===== src/rtl/hypot_pkg.sv =====
// Shared types and helpers for the sequential magnitude engine.
// Mode encodings, FSM states and the radicand width rule live here.
package hypot_pkg;

  typedef enum logic [1:0] {
    HYP = 2'b00,  // x^2 + y^2
    ID  = 2'b01,  // x
    GEO = 2'b10,  // x * y
    LEG = 2'b11   // |x^2 - y^2|
  } mode_e;

  typedef enum logic [1:0] {
    IDLE = 2'b00,
    LOAD = 2'b01,
    ITER = 2'b10,
    DONE = 2'b11
  } state_e;

  function automatic int rad_w(input int in_w);
    return 2 * in_w + 1;
  endfunction

endpackage


===== src/rtl/isqrt_step.sv =====
// One restoring digit-by-digit square-root step: bring down the next radicand
// bit pair, try subtracting (4q+1), and shift the resulting root bit into q.
module isqrt_step #(
  parameter int RW = 9
) (
  input  logic [RW:0]   rem_acc,
  input  logic [RW-1:0] q,
  input  logic [1:0]    pair,
  output logic [RW:0]   rem_next,
  output logic [RW-1:0] q_next
);

  localparam int CW = RW + 3;

  logic [CW-1:0] cand;
  logic [CW-1:0] trial;
  logic [CW-1:0] diff;
  logic          take;

  assign cand  = {rem_acc, pair};
  assign trial = {1'b0, q, 2'b01};
  assign diff  = cand - trial;
  assign take  = (cand >= trial);

  // The partial remainder never exceeds 2*q_next, so RW+1 bits always hold it.
  always_comb begin
    rem_next = take ? (RW+1)'(diff) : (RW+1)'(cand);
    q_next   = (q << 1) | RW'(take);
  end

endmodule


===== src/rtl/hypot_seq_core.sv =====
// Multi-cycle integer magnitude engine: forms a radicand from x/y/mode and
// extracts its square root one bit per cycle behind valid/ready handshakes.
module hypot_seq_core
  import hypot_pkg::*;
#(
  parameter int IN_W  = 8,
  parameter bit ROUND = 1'b0
) (
  input  logic            clk,
  input  logic            rst_n,
  input  logic            ena,
  input  logic            in_valid,
  output logic            in_ready,
  input  logic [IN_W-1:0] x,
  input  logic [IN_W-1:0] y,
  input  logic [1:0]      mode,
  output logic            out_valid,
  input  logic            out_ready,
  output logic [IN_W:0]   root,
  output logic [IN_W+1:0] rem,
  output logic            exact
);

  localparam int RW    = IN_W + 1;
  localparam int REM_W = RW + 1;
  localparam int RAD_W = rad_w(IN_W);
  localparam int SR_W  = 2 * RW;
  localparam int SQ_W  = 2 * IN_W;
  localparam int CNT_W = $clog2(RW);

  state_e            state_reg;
  mode_e             mode_reg;
  logic [IN_W-1:0]   x_reg;
  logic [IN_W-1:0]   y_reg;
  logic [SR_W-1:0]   rad_reg;
  logic [REM_W-1:0]  rem_acc_reg;
  logic [RW-1:0]     q_reg;
  logic [CNT_W-1:0]  cnt_reg;
  logic              out_valid_reg;
  logic [RW-1:0]     root_reg;
  logic [REM_W-1:0]  rem_reg;
  logic              exact_reg;

  logic [SQ_W-1:0]   xx;
  logic [SQ_W-1:0]   yy;
  logic [SQ_W-1:0]   xy;
  logic [RAD_W-1:0]  rad_calc;
  logic [REM_W-1:0]  step_rem;
  logic [RW-1:0]     step_q;

  assign xx = {{IN_W{1'b0}}, x_reg} * {{IN_W{1'b0}}, x_reg};
  assign yy = {{IN_W{1'b0}}, y_reg} * {{IN_W{1'b0}}, y_reg};
  assign xy = {{IN_W{1'b0}}, x_reg} * {{IN_W{1'b0}}, y_reg};

  // The difference mode always subtracts the smaller square from the larger.
  always_comb begin
    rad_calc = '0;
    case (mode_reg)
      HYP:     rad_calc = RAD_W'(xx) + RAD_W'(yy);
      ID:      rad_calc = RAD_W'(x_reg);
      GEO:     rad_calc = RAD_W'(xy);
      LEG:     rad_calc = (xx >= yy) ? RAD_W'(xx - yy) : RAD_W'(yy - xx);
      default: rad_calc = '0;
    endcase
  end

  isqrt_step #(
    .RW(RW)
  ) u_step (
    .rem_acc  (rem_acc_reg),
    .q        (q_reg),
    .pair     (rad_reg[SR_W-1 -: 2]),
    .rem_next (step_rem),
    .q_next   (step_q)
  );

  always_ff @(posedge clk) begin
    if (!rst_n) begin
      state_reg     <= IDLE;
      mode_reg      <= HYP;
      x_reg         <= '0;
      y_reg         <= '0;
      rad_reg       <= '0;
      rem_acc_reg   <= '0;
      q_reg         <= '0;
      cnt_reg       <= '0;
      out_valid_reg <= 1'b0;
      root_reg      <= '0;
      rem_reg       <= '0;
      exact_reg     <= 1'b0;
    end else if (ena) begin
      case (state_reg)
        IDLE: begin
          if (in_valid) begin
            x_reg     <= x;
            y_reg     <= y;
            mode_reg  <= mode_e'(mode);
            state_reg <= LOAD;
          end
        end
        LOAD: begin
          rad_reg     <= SR_W'(rad_calc);
          cnt_reg     <= CNT_W'(RW - 1);
          rem_acc_reg <= '0;
          q_reg       <= '0;
          state_reg   <= ITER;
        end
        ITER: begin
          rad_reg     <= rad_reg << 2;
          rem_acc_reg <= step_rem;
          q_reg       <= step_q;
          if (cnt_reg == '0) begin
            // Rounding up is correct exactly when R - q^2 exceeds q.
            root_reg      <= (ROUND && (step_rem > REM_W'(step_q))) ? step_q + RW'(1) : step_q;
            rem_reg       <= step_rem;
            exact_reg     <= (step_rem == '0);
            out_valid_reg <= 1'b1;
            state_reg     <= DONE;
          end else begin
            cnt_reg <= cnt_reg - CNT_W'(1);
          end
        end
        DONE: begin
          if (out_ready) begin
            out_valid_reg <= 1'b0;
            state_reg     <= IDLE;
          end
        end
        default: state_reg <= IDLE;
      endcase
    end
  end

  assign in_ready  = (state_reg == IDLE) && ena;
  assign out_valid = out_valid_reg;
  assign root      = root_reg;
  assign rem       = rem_reg;
  assign exact     = exact_reg;

endmodule


===== config.mk =====
export PLATFORM = sky130hd
export DESIGN_NAME = hypot_seq_core
export DESIGN_NICKNAME = d
export VERILOG_FILES = /design/src/rtl/hypot_pkg.sv /design/src/rtl/isqrt_step.sv /design/src/rtl/hypot_seq_core.sv
export SDC_FILE = /design/constraint.sdc
export NUM_CORES = 1
export LEC_CHECK = 0
export ABC_CLOCK_PERIOD_IN_PS = 9600
export CAP_MARGIN = 15
export CORE_ASPECT_RATIO = 1.4
export CORE_MARGIN = 5
export CORE_UTILIZATION = 48
export CTS_CLUSTER_DIAMETER = 200
export CTS_CLUSTER_SIZE = 12
export DETAILED_ROUTE_END_ITERATION = 8
export PLACE_DENSITY_LB_ADDON = 0.15
export SYNTH_ARGS = -nofsm -noshare
export SYNTH_HDL_FRONTEND = slang
export SYNTH_SLANG_ARGS = --single-unit
export TNS_END_PERCENT = 1

===== constraint.sdc =====
create_clock -name clk -period 9.6 [get_ports clk]
set_input_delay 1.44 -clock clk [delete_from_list [all_inputs] [get_ports clk]]
set_output_delay 1.44 -clock clk [all_outputs]
set_load 0.03 [all_outputs]

**Word-level counts from Yosys, hierarchy flattened**

Index checks and enable logic that the tools add are counted.

- Add/sub/neg operators: 5
- $mul: 3
- Order comparisons: 2
- Eq/ne operators: 10
- Multiplexer cells: 15
- Bitwise operators: 1
- Reduce and logical (&&, ||, !) cells: 13

Operator list:

| kind | number |
|---|---|
| $pmux W17 S4 | 1 |
| $mul A8 B8 Y16 | 3 |
| $pmux W18 S2 | 1 |
| $sub A16 B16 Y17 | 2 |
| $pmux W10 S2 | 1 |
| $pmux W9 S2 | 1 |
| $add A16 B16 Y17 | 1 |
| $mux W17 | 1 |
| $ge A16 B16 Y1 | 1 |
| $ge A12 B11 Y1 | 1 |
| $logic_not A10 Y1 | 1 |
| $mux W10 | 1 |
| $sub A10 B10 Y10 | 1 |
| $or A9 B1 Y9 | 1 |
| $reduce_and A3 Y1 | 3 |
| $eq A2 B2 Y1 const B | 4 |
| $ne A2 B2 Y1 const B | 4 |
| $pmux W2 S4 | 1 |
| $pmux W4 S2 | 1 |
| $reduce_and A4 Y1 | 2 |
| $mux W2 | 3 |
| $eq A2 B1 Y1 const B | 2 |
| $logic_not A2 Y1 | 2 |
| $logic_not A4 Y1 | 1 |
| other kinds (7) | 9 |

- Register bits: 82
- Output and inout bits: 22
- Logic and storage cells: 61

**Depth between registers and ports, before layout**

- Depth in word-level cells: 5
- Depth in mapped cells: 36
- Mapped depth without buffers: 32

**Hierarchy**

From an unflattened synthesis, not the netlist that was laid out.

- Cell total of the unflattened synthesis: 1,506
- Area, all modules: 11,823.8 um^2

By module, submodules not included:

| module | instances | cells an instance | area an instance (um^2) |
|---|---|---|---|
| hypot_seq_core | 1 | 1,413 | 11,089.4 |
| isqrt_step | 1 | 93 | 734.5 |

**Worst setup path before layout**

No wires, ideal clock.

- Path kind: register to register
- From: register y_reg[6]
- To: register rad_reg[2]
- Setup time: 0.131 ns
- Arrival: 6.663 ns
- Required time: 9.469 ns
- Slack: 2.806 ns
- Stages on the path, launching flop included: 31
- Path buffers: 4
- Period minus slack after synthesis: 6.794 ns
- Cells stage by stage: dfxtp_1 -> clkbuf_1 -> clkbuf_1 -> nand2_1 -> inv_1 -> fa_1 -> xor2_1 -> xnor2_1 -> fa_1 -> inv_1 -> fa_1 -> inv_1 -> ha_1 -> a21o_1 -> a21o_1 -> and2_1 -> o21ai_0 -> a21oi_1 -> o41ai_1 -> xor2_1 -> ha_1 -> buf_1 -> nand2_1 -> nor3_1 -> a21boi_1 -> o21ai_2 -> buf_6 -> mux2_1 -> mux4_2 -> mux2i_1 -> a21oi_1

- Longest elaborated chain between the ends: 5

Ends and longest elaborated chain:

| item | line | RTL |
|---|---|---|
| from (decl) | hypot_seq_core.sv:34 | `logic [IN_W-1:0] y_reg;` |
| from (signal assigned) | hypot_seq_core.sv:96 | `y_reg <= y;` |
| $mul A8 B8 Y16 | hypot_seq_core.sv:52 | `assign yy = {{IN_W{1'b0}}, y_reg} * {{IN_W{1'b0}}, y_reg};` |
| $ge A16 B16 Y1 | hypot_seq_core.sv:62 | `LEG: rad_calc = (xx >= yy) ? RAD_W'(xx - yy) : RAD_W'(yy - xx);` |
| $mux W17 | hypot_seq_core.sv:62 |  |
| $pmux W17 S4 | hypot_seq_core.sv:58 | `case (mode_reg)` |
| $pmux W18 S2 | hypot_seq_core.sv:92 | `case (state_reg)` |
| to (signal assigned) | hypot_seq_core.sv:102 | `rad_reg <= SR_W'(rad_calc);` |
| to (signal assigned) | hypot_seq_core.sv:109 | `rad_reg <= rad_reg << 2;` |
| to (decl) | hypot_seq_core.sv:35 | `logic [SR_W-1:0] rad_reg;` |

No other way between the ends.
A chain may end at the register's enable or synchronous reset.

**Final worst setup path**

- From: register x_reg[3]
- To: register rad_reg[7]

- Longest elaborated chain between the ends: 5

Ends and longest elaborated chain:

| item | line | RTL |
|---|---|---|
| from (decl) | hypot_seq_core.sv:33 | `logic [IN_W-1:0] x_reg;` |
| from (signal assigned) | hypot_seq_core.sv:81 | `x_reg <= '0;` |
| from (signal assigned) | hypot_seq_core.sv:95 | `x_reg <= x;` |
| $mul A8 B8 Y16 | hypot_seq_core.sv:51 | `assign xx = {{IN_W{1'b0}}, x_reg} * {{IN_W{1'b0}}, x_reg};` |
| $sub A16 B16 Y17 / $ge A16 B16 Y1 (equally long branches) | hypot_seq_core.sv:62 |  |
| $mux W17 | hypot_seq_core.sv:62 |  |
| $pmux W17 S4 * | hypot_seq_core.sv:58 |  |
| $pmux W18 S2 * | hypot_seq_core.sv:92 |  |

Every way passes the cells marked *; elsewhere a longest branch is shown, timed or not.

==> run summary <==
The run finished with clean final reports. The number of setup buffers added after CTS is 0. Summing all multi-input logic gate instances after layout gives a little under 0.009 mm^2. The final antenna-violating net count came out at 0. For this run, the slowest stage of the critical path takes ~0.80 ns. The count of flip-flops with a built-in enable after synthesis came out at 0.

For this design the static power due to leakage is 5.97 nW. The total of hold buffers inserted after clock tree synthesis is 0. For this design, the sink count on the clock tree is 82.

The total length of routed met2 wires is between 15000 and 20000 um. The number of antenna violations at the first check in global routing came to 0. The highest net fanout along the worst path is 17.

The cell taking the most area after synthesis is sky130_fd_sc_hd__ha_1. The maximum operating frequency came out at approximately 120 MHz. The post-synthesis net count came out at 1738.

Setup repair after global routing left no endpoint under its margin. Among all flip-flop cells after synthesis, the most frequent one is sky130_fd_sc_hd__dfxtp_1. The reg-to-reg setup timing slack is between 1.5 and 2 ns. The critical path launch point type is a flop. The length of routed met3 wiring came out at about 1000 um. Measured in cells, the most critical reg-to-reg path has a length of 26. TritonCTS built the clock tree. The worst endpoint required time came out at about 9.8 ns. The pre-CTS setup slack is ~1.6 ns. The fill cell instance count of the final layout is between 2k and 2.5k. The number of search-and-repair iterations in the first detailed-routing pass came out at 4. The detail-routed via count per cell came out at between 5 and 6. The startpoint identified for the worst hold timing path is rad_reg[9]. The mean post-synth cell area is between 7 and 8 um^2.

The minimum clock period came out at 8.05 ns. After the last flow step, the layout net total stands at 1732. The full die area is 0.0274 mm^2. The part of the power in registers came out at between 20% and 30%. The number of max-cap violations came out at 0. The synthesized design devotes to its leading area cell type approximately 17% of total area. The floorplan die width came out at about 140 um. The flip-flop count of the largest register after layout is 18.

The total power after layout is ~1.3 mW. In this run the number of H-tree levels came out at 3. The congestion estimate from routability-driven global placement came to around 0.95. The fraction of power consumed by the clock network came out at just over 30%.

The critical path is of the reg2reg type. Across all hold checks on the routed design, the worst slack comes to 0.459 ns. The source of the worst register-to-register timing path is x_reg[3]. By count the netlist is led by sky130_fd_sc_hd__inv_1 (206), sky130_fd_sc_hd__nand2_1 (173), sky130_fd_sc_hd__ha_1 (155). After layout, the worst path uses 83.8% of the clock period.

The register area came out at between 0.0015 and 0.002 mm^2. The cell count after synthesis came out at roughly 1.5k. The sequential area share after synthesis came out at 14.1%. The number of max-slew violations in the final report was 0. The net switching fraction of the power is between 30% and 40%.

Global routing used a little under a quarter of the available tracks across all layers. The number of ports placed on the die boundary came out at 45. The peak supply drop came out at between 0.1 and 0.15 mV.

The count of vias placed by the detailed router is 9810. The number of gates given a new drive strength after cts came out at 0. The hold-critical path depth came out at 2. By area the synthesized netlist is led by sky130_fd_sc_hd__ha_1 (17%), sky130_fd_sc_hd__fa_1 (15%), sky130_fd_sc_hd__dfxtp_1 (14%), sky130_fd_sc_hd__inv_1 (6.7%), sky130_fd_sc_hd__nand2_1 (5.6%). The routed wire length came out at roughly 31000 um. The non-filler instance count after layout is about 1.8k.

In this run, the number of DRC markers left after iteration 0 of detailed routing was roughly 400. The post-detailed-route DRC marker count came out at 0. The CTS root buffer is sky130_fd_sc_hd__clkbuf_16.

The cell-internal power came out at ~800 uW. The worst hold path terminates at rad_reg[9]. The detailed-route wire length on metal 1 came out at approximately 12000 um. The antenna diode instance count is 0. The data arrival time of the critical path came out at around 8.3 ns. Among all stages on the critical path, the largest delay is contributed by sky130_fd_sc_hd__dfxtp_1. The die is 194 um tall. The fraction of registers with async set/reset is 0%. The worst hold path belongs to the class reg2reg. The total placed cells including tap cells is approximately 1.8k. The highest layer touched by signal routing is met4. The clock passes through at most 2 buffers. The post-synthesis cell type count came out at 75. The number of buffers created by CTS is 9. In this run the critical register-to-register path is captured at rad_reg[7]. The core region is approximately 0.024 mm^2. The synthesized area came out at approximately 0.012 mm^2. The final sum of negative setup slack is 0 ns.

The layout cell share with drive strength beyond 1 is under 10%. The count of final hold-check violations was 0. The areal power density over the cells is around 100 mW/mm^2. Entering global routing, the biggest net connects between 90 and 100 pins. The clock latency at the later pin of the worst-skew pair came out at about 0.35 ns. The initial utilization of the core area, before any placement, comes to between 40% and 50%.

The total of buffers placed on input and output ports came out at 44. On the final layout, the worst clock skew is 0.0114 ns. The power spent charging and discharging nets is ~480 uW. The number of rows in the core area is between 60 and 70.

The routed length per instance is around 18 um. The post-synthesis register bit count is 82. The worst path meets setup with between 1.5 and 2 ns of slack. From synthesis to final layout, the design area changed by 8.10%.

The first global-routing pass estimated a little over 50000 um of wire. After clock tree synthesis, the clock-pin slew on the worst setup and hold paths is ~0.070 ns. Yosys instantiated no cell more often than sky130_fd_sc_hd__inv_1.

The remaining global-route overflow came out at 0. The number of endpoints failing setup at the final stage came out at 0. Of the total power, combinational logic draws 40.6%. The worst setup path is captured at a flop.

The wire-length estimate of the detail-placed layout is roughly 25000 um. The count of warnings emitted by yosys came out at 0. The headroom to the max-slew limit is between 30% and 40%.

The pin slew with the least headroom to its limit is between 0.9 and 1 ns. The via count of the first global-routing pass is roughly 9.9k.
-- stage by stage --
stage	util [%]	cell area, um^2
after CTS	52.5	12500
after global routing	52.5	12500
final	52.5	12500
after global placement	51.1	12200
after floorplan	-	11600
after detailed placement	51.1	12200
-- critical path: cells and delay by family, from the launching register on --
family | cells | cell delay [ns]
DFF | 1 | 0.80
and+or+nand+nor | 5 | 1.23
xor gates and xnor gates | 2 | 0.36
buffers and inverters | 4 | 0.50
muxes | 3 | 0.93
AOI/OAI and AO/OA | 6 | 1.39
adders and majority gates | 6 | 2.68
-- power by group through the flow --
| stage | Sequential (mW) | Combinational (mW) | Clock, mW |
|---|---|---|---|
| final | 0.371 | 0.519 | 0.389 |
| after global routing | 0.374 | 0.563 | 0.408 |
| after CTS | 0.371 | 0.514 | 0.398 |
| after detailed placement | 0.379 | 0.512 | 0 |
| after global placement | 0.378 | 0.509 | 0 |
| after floorplan | 0.370 | 0.396 | 0 |
-- worst max path at each step --
stage,from,end,slack (ns),cells past startpoint
floorplan,y_reg[6],rad_reg[2],2.81,30
global placement,x_reg[3],rad_reg[2],1.76,31
detailed placement,x_reg[3],rad_reg[2],1.60,31
CTS,x_reg[3],rad_reg[7],1.56,26
global route,x_reg[3],rad_reg[7],0.99,32
finish,x_reg[3],rad_reg[7],1.55,26
-- routing by layer --
metal	GRT usage, %	vias up
met5	0	-
met1	25.8	4682
met3	1.65	79
li1	-	4799
met2	41.9	250
met4	12.3	0
-- cells by family after synthesis --
kind of cell / count (synthesis) / share of synthesized area (%)
AOI/OAI and AO/OA: 308 / 17.1
adders and majority gates: 244 / 32.1
and+or+nand+nor: 437 / 17.9
other: 2 / 0.0647
buffers and inverters: 284 / 9.45
DFF: 82 / 14.1
muxes: 30 / 2.93
xor gates and xnor gates: 84 / 6.34
-- final cells by class --
cell class	instances	area share, %
sequential	82	13.1
tap	310	3.09
timing repair buffer	56	4.19
clock inverter	6	0.718
clock buffer	10	1.90
inverter	211	6.33
multi-input combinational	1105	70.7
-- cell usage in the layout (no fill, tap or decap), drive strengths merged, types with 5 or more instances in the layout --
master,synthesis,final
a211oi,8,8
a21boi,40,40
a21o,20,20
a21oi,85,85
a31oi,6,6
and2,77,77
and3,10,10
buf,16,13
clkbuf,57,10
clkdlybuf4s50,0,43
dfxtp,82,82
fa,89,89
ha,155,155
inv,210,210
mux2i,25,25
nand2,173,173
nand2b,11,11
nand3,22,22
nor2,78,78
nor2b,19,19
nor3,20,20
o211a,8,8
o211ai,8,8
o21a,5,5
o21ai,75,75
o21bai,10,10
or2,5,5
or3,7,7
xnor2,60,60
xor2,24,24
Power figures use the tool's default switching activity.
